--- config.mk ---
export PLATFORM = sky130hd
export DESIGN_NAME = booth_controller
export DESIGN_NICKNAME = d
export VERILOG_FILES = /design/src/rtl/booth_controller.sv
export SDC_FILE = /design/constraint.sdc
export NUM_CORES = 1
export LEC_CHECK = 0
export CELL_PAD_IN_SITES_DETAIL_PLACEMENT = 0
export CELL_PAD_IN_SITES_GLOBAL_PLACEMENT = 1
export CORE_MARGIN = 2
export CORE_UTILIZATION = 39
export DETAILED_ROUTE_END_ITERATION = 10
export DONT_BUFFER_PORTS = 1
export PLACE_DENSITY_LB_ADDON = 0.1
export SYNTH_ARGS = -nofsm -noshare
export SYNTH_HDL_FRONTEND = slang
export SYNTH_SLANG_ARGS = --single-unit
--- constraint.sdc ---
create_clock -name clk -period 1.35 [get_ports clk]
set_input_delay 0.3375 -clock clk [delete_from_list [all_inputs] [get_ports clk]]
set_output_delay 0.3375 -clock clk [all_outputs]
set_load 0.005 [all_outputs]
--- src/rtl/booth_controller.sv ---
// Control FSM for a radix-2 Booth multiplier: captures M then Q from the host,
// then steers the dataPath through DATA_WIDTH add/sub + arithmetic-shift iterations.
module booth_controller #(
    parameter int DATA_WIDTH = 16
) (
    input  logic       clk,
    input  logic       rst_n,
    input  logic       start,
    input  logic       in_valid,
    output logic       in_ready,
    input  logic       eqz,
    input  logic       q0,
    input  logic       qm1,
    output logic       loadA,
    output logic       clearA,
    output logic       shiftA,
    output logic       loadQ,
    output logic       clearQ,
    output logic       shiftQ,
    output logic       loadM,
    output logic       clearM,
    output logic       clearff,
    output logic       addSub,
    output logic       clearCounter,
    output logic       decr,
    output logic       count_en,
    output logic       busy,
    output logic       done,
    output logic       err,
    output logic [3:0] dbg_state_o
);

    localparam int ITER_W = $clog2(DATA_WIDTH) + 1;
    localparam logic [ITER_W-1:0] ITER_MAX = ITER_W'(DATA_WIDTH);

    typedef enum logic [3:0] {
        IDLE   = 4'd0,
        LOAD_M = 4'd1,
        LOAD_Q = 4'd2,
        INIT   = 4'd3,
        CHECK  = 4'd4,
        ADD    = 4'd5,
        SUB    = 4'd6,
        SHIFT  = 4'd7,
        DONE   = 4'd8
    } state_t;

    state_t              state_q;
    state_t              state_d;
    logic [ITER_W-1:0]   iter_q;
    logic [ITER_W-1:0]   iter_d;
    logic                err_q;
    logic                err_d;

    // Operand handshake: in_ready is high for the whole of LOAD_M/LOAD_Q; an operand
    // is captured on the edge where in_valid && in_ready, and in_valid low simply stalls.

    always_ff @(posedge clk or negedge rst_n) begin
        if (!rst_n) begin
            state_q <= IDLE;
            iter_q  <= '0;
            err_q   <= 1'b0;
        end else begin
            state_q <= state_d;
            iter_q  <= iter_d;
            err_q   <= err_d;
        end
    end

    always_comb begin
        state_d = state_q;
        iter_d  = iter_q;
        err_d   = err_q;
        case (state_q)
            IDLE: begin
                if (start) begin
                    state_d = LOAD_M;
                    err_d   = 1'b0;
                end
            end
            LOAD_M: begin
                if (in_valid) begin
                    state_d = LOAD_Q;
                end
            end
            LOAD_Q: begin
                if (in_valid) begin
                    state_d = INIT;
                end
            end
            INIT: begin
                iter_d  = '0;
                state_d = CHECK;
            end
            CHECK: begin
                if (eqz) begin
                    state_d = DONE;
                end else if (iter_q == ITER_MAX) begin
                    // The counter never reached zero within DATA_WIDTH shifts.
                    err_d   = 1'b1;
                    state_d = DONE;
                end else begin
                    case ({q0, qm1})
                        2'b01:   state_d = ADD;
                        2'b10:   state_d = SUB;
                        default: state_d = SHIFT;
                    endcase
                end
            end
            ADD: begin
                state_d = SHIFT;
            end
            SUB: begin
                state_d = SHIFT;
            end
            SHIFT: begin
                if (iter_q != ITER_MAX) begin
                    iter_d = iter_q + ITER_W'(1);
                end
                state_d = CHECK;
            end
            DONE: begin
                state_d = IDLE;
            end
            default: begin
                state_d = IDLE;
            end
        endcase
    end

    // Strobes decode the registered state; only the operand loads also qualify on in_valid.
    always_comb begin
        in_ready     = 1'b0;
        loadA        = 1'b0;
        clearA       = 1'b0;
        shiftA       = 1'b0;
        loadQ        = 1'b0;
        clearQ       = 1'b0;
        shiftQ       = 1'b0;
        loadM        = 1'b0;
        clearM       = 1'b0;
        clearff      = 1'b0;
        addSub       = 1'b0;
        clearCounter = 1'b0;
        decr         = 1'b0;
        count_en     = 1'b0;
        done         = 1'b0;
        case (state_q)
            LOAD_M: begin
                in_ready = 1'b1;
                clearM   = 1'b1;
                loadM    = in_valid;
            end
            LOAD_Q: begin
                in_ready = 1'b1;
                clearQ   = 1'b1;
                loadQ    = in_valid;
            end
            INIT: begin
                clearA       = 1'b1;
                clearff      = 1'b1;
                clearCounter = 1'b1;
                count_en     = 1'b1;
            end
            ADD: begin
                addSub = 1'b1;
                loadA  = 1'b1;
            end
            SUB: begin
                addSub = 1'b0;
                loadA  = 1'b1;
            end
            SHIFT: begin
                shiftA   = 1'b1;
                shiftQ   = 1'b1;
                decr     = 1'b1;
                count_en = 1'b1;
            end
            DONE: begin
                done = 1'b1;
            end
            default: begin
                done = 1'b0;
            end
        endcase
    end

    assign busy        = (state_q != IDLE);
    assign err         = err_q;
    assign dbg_state_o = state_q;

endmodule

# Yosys cells after proc, flatten, opt, wreduce, memory -nomap -nowiden
# Index checks and enable logic that the tools add are counted.
# classes
n_addsub,1
eq_ne,18
mux,24
n_reduce_logical,10
# op_table
operator,n
$pmux 4 s6,1
$mux 4,5
$eq 4x3->1 const B,4
$mux 1,14
$ne 2x2->1 const B,6
$pmux 5 s2,1
$eq 4x2->1 const B,2
$reduce_or 2->1,3
$add 5x1->5 const B,1
$eq 5x5->1 const B,1
$mux 5,1
$ne 5x5->1 const B,1
$eq 4x1->1 const B,1
$eq 4x4->1 const B,1
$logic_not 4->1,1
$pmux 2 s2,1
$reduce_and 4->1,1
$reduce_bool 2->1,2
$reduce_bool 4->1,1
$reduce_and 3->1,1
$eq 2x1->1 const B,1
$eq 2x2->1 const B,1
$pmux 1 s2,1
$reduce_and 2->1,1
# totals
out_inout_bits,21
reg_bits,10
word_cells,56
in_bits,7

# Depth between registers and ports, before layout
# logic_depth
depth_word,5
mapped_depth,6
ltp_nobuf,6

# Least setup slack after synthesis
# Ideal clock, no wire load.
# synth_path
path_kind,flip-flop to output port
startpoint,"reg state_q[1], in the netlist dbg_state_o[1]"
endpoint,out clearCounter
stages_incl_launch_ff,5
setup_slack_ps,-153
n_path_buf,2
required_time_ps,1013
arrival_time_ps,1165
cell_sequence,dfrtp_1 > buf_4 > nand2_2 > nor3_2 > buf_4
# synth_between
elab_chain_len,2
# synth_lines
element,line_no,text
start: declaration,48,state_t state_q;
start signal: assignment,64,state_q <= state_d;
$eq 4x2->1,--,
$mux 1,--,
end: declaration,24,"output logic clearCounter,"
# No other way between the ends.

# Worst setup path after layout
# layout_path
startpoint,"reg state_q[3], in the netlist dbg_state_o[3]"
endpoint,out loadQ
# layout_between
elab_chain_len,2
# layout_lines
element,line_no,text
$eq 4x2->1,148,case (state_q)
$mux 1,148,
end: declaration,17,"output logic loadQ,"
# No other way between the ends.

==> qor.tcl <==
set qor(result_of_the_run) {finished with violations}
set qor(violations) {negative setup slack}
set qor(synth_nets) 89
set qor(drive_above_1_share_pct) 55.56
set qor(route.detailed.drc) 0
set qor(worstPathArrival_ps) 1260
set qor(edff_count_synth) 0
set qor(cellLeakagePower_uw) 0.0004795
set qor(worst_setup_path_start_kind) {register}
set qor(route.vias.total) 669
set qor(cts.sink_count) 10
set qor(report.final.hold_viol_count) 0
set qor(totalPowerFinal_uw) 2506
set qor(dieWidth_microns) 47.77
set qor(pin_count) 28
set qor(synthesis.area_sq_um) 747.0
set qor(clkLatencyLatePin_ps) 270
set qor(dp.cells) 123
set qor(vias_in_the_first_global_route) 674
set qor(initial_core_util_pct) 42.34
set qor(worst_setup_path_end_kind) {output pin}
set qor(crit_slowest_cell) {dfrtp_1}
set qor(finalWirelength_mm) 1.843
set qor(final_critical_path_setup_slack_ps) -249.2
set qor(row_count) 15
set qor(fraction_of_registers_with_async_set_reset_pct) 100.0
set qor(synth-warning-count) 0
set qor(layout.area.seq_sq_um) 254.0
set qor(final_max_slew_viol_count) 0
set qor(fin_cells) 133
set qor(multiInputGateArea_sq_um) 504.2
set qor(setup_violations_final) 21
set qor(routabilityCongestion) 0.7949
set qor(nNetsFinal) 118
set qor(yosysSeqAreaShare_pct) 33.50
set qor(initial_antenna_violation_count) 0
set qor(post-route-min-period_ps) 1599
set qor(gr-usage-all-layers_pct) 18.61
set qor(timing.hold.ws_ps) 237.6
set qor(synth.most_common_cell) {nor2_1}
set qor(nFillCells) 174
set qor(vertical_extent_of_the_die_microns) 47.77
set qor(timing.final.crit_share_pct) 118.5
set qor(drt-pass1-iter-count) 2
set qor(tritoncts) {yes}
set qor(initial_drc_count) 6
set qor(globalRouteOverflowTotal) 0
set qor(syn_area_per_cell_sq_um) 9.337
set qor(cp.required_ps) 1010
set qor(htreeDepth) 1
set qor(synth_top_flop_cell) {dfrtp_1}
set qor(design.die.area_sq_mm) 0.002282
set qor(syn-instance-count) 80
set qor(dp_worst_setup_slack_ps) -40.52
set qor(cp_cell_instances) {buf_4, nor4b_4, and2_1}
set qor(core_region_area_sq_mm) 0.001764
set qor(synthTopCellsByCount) {nor2_1 (12), dfrtp_1 (10), buf_4 (7), nand2b_1 (5), nor3_1 (4)}
set qor(yosysTopAreaCell) {dfrtp_1}
set qor(grt_first_pass_wirelength_mm) 2.815
set qor(critical_path_buf_inv_count) 1
set qor(hp-class) {in -> reg}
set qor(clk_pin_slew_ps) 70
set qor(area_growth_syn_to_layout_pct) 46.73
set qor(tritoncts.num_buffers) 3
set qor(portBuffers) 0
set qor(vias_per_cell) 5.030
set qor(timing.clock.skew_ps) 3.740
set qor(maxCapViolations) 0
set qor(detail-route-antenna-nets) 0
set qor(ctsRootBufferMaster) {clkbuf_4}
set qor(timing.setup.critical_path_class) {reg -> out}
set qor(clock.fmax_mhz) 625.3
set qor(bufs_on_longest_clock_path) 2
set qor(post-synth-top-area-fraction_pct) 33.50
set qor(worst_stage_delay_on_the_critical_path_ps) 390
set qor(vdd_drop_max_uv) 1250
set qor(grt_setup_unrepaired) {true}
set qor(max-slew-margin-rel_pct) 66.43
set qor(route.detailed.wl_per_inst_microns) 13.86
set qor(synth-seq-cells) 10
set qor(synth_top_cells_by_area) {dfrtp_1 (34%), buf_4 (7.0%), nor2_1 (6.0%)}
set qor(synth_cell_type_count) 35
set qor(cp_top_family) {simple AND/OR/NAND/NOR gates}
set qor(worst-path-max-fanout) 4
set qor(number_of_inserted_diodes) 0
set qor(worst-slew-pin-transition_ps) 501.9
set qor(power_density_mw_per_mm2) 2286
set qor(hpwlAfterDp_mm) 1.393
set qor(grt_max_degree) 11
==> stage by stage <==
stage	TNS, ps	instance area [sq um]	util [%]
after floorplan	-173.6	784.5	-
after global placement	-59.97	955.9	54.18
after detailed placement	-133.2	955.9	54.18
after CTS	-3528	1035	58.65
after global routing	-4844	1096	62.13
final	-3300	1096	62.13
==> flip-flops by register name (all words and copies together), names as in the netlist <==
| signal | count |
|---|---|
| dbg_state_o | 4 |
| err | 1 |
| iter_q | 5 |
==> power breakdown <==
group | internal [uW] | switching, uW
clock network | 164 | 117
logic | 902 | 753
registers | 418 | 152
total | 1480 | 1020
==> what timing repair did <==
item | CTS | global route
gates resized for setup | 8 | 11
setup endpoints to repair | 22 | 25
buffers inserted | 2 | 3
hold endpoints to repair | 10 | 0
hold buffers | 1 | 0
pin swaps | 3 | 5
==> worst register-to-register path: cells and delay by family (launching register included) <==
kind,cells,cell delay (ps)
flops,1,470
simple gates,3,360
buf+inv,2,310
xor+xnor,1,170
==> area by class of cell <==
class	count	share of cell area [%]
Clock buffer	4	3.311
Inverter	2	0.6849
Multi-Input combinational cell	60	46.00
Sequential cell	10	23.17
Tap cell	25	2.854
Timing Repair Buffer	32	23.97
==> routing by layer <==
layer | track usage (%) | part of all wire, % | vias up
li1 | - | - | 336
met4 | 9.730 | 1.6 | 0
met5 | 0 | 0 | -
met3 | 2.642 | 3.1 | 4
met2 | 33.33 | 55 | 12
met1 | 21.16 | 40 | 317
==> cells by family after synthesis <==
family          after synthesis  share of synthesized area [%]
flops                        10                          33.50
fa+ha+maj                     2                          3.350
buf+inv                      10                          8.710
mux                           1                          1.340
compound gates                9                          9.548
simple gates                 43                          37.69
xor+xnor                      5                          5.864
==> cell usage in the layout, fill, tap and decap left out, types with 2 or more instances in the layout <==
cell type / instances
nor3_2: 2
nor3_4: 2
clkbuf_4: 3
nand3_1: 2
buf_6: 2
nor2b_1: 2
nor2_1: 9
nor2_2: 2
and2_1: 2
nor2_4: 2
buf_4: 28
xor2_1: 3
dfrtp_2: 3
nand2b_1: 4
dfrtp_1: 7
inv_2: 2
nor3_1: 3
nand4_1: 2
a21oi_1: 2
==> path summary, 6_finish.rpt <==
check                          startpoint              to  slack (ps)  cells past startpoint
max in group asynchronous           rst_n  dbg_state_o[1]         520                      1
max                        dbg_state_o[3]           loadQ        -250                      3
min reg2reg                           err             err         560                      1
max reg2reg                dbg_state_o[0]       iter_q[4]         -70                      6
min                                   eqz  dbg_state_o[1]         240                      3
min in group asynchronous           rst_n  dbg_state_o[3]         460                      1
No activity file was read; power rests on OpenSTA's default activity.
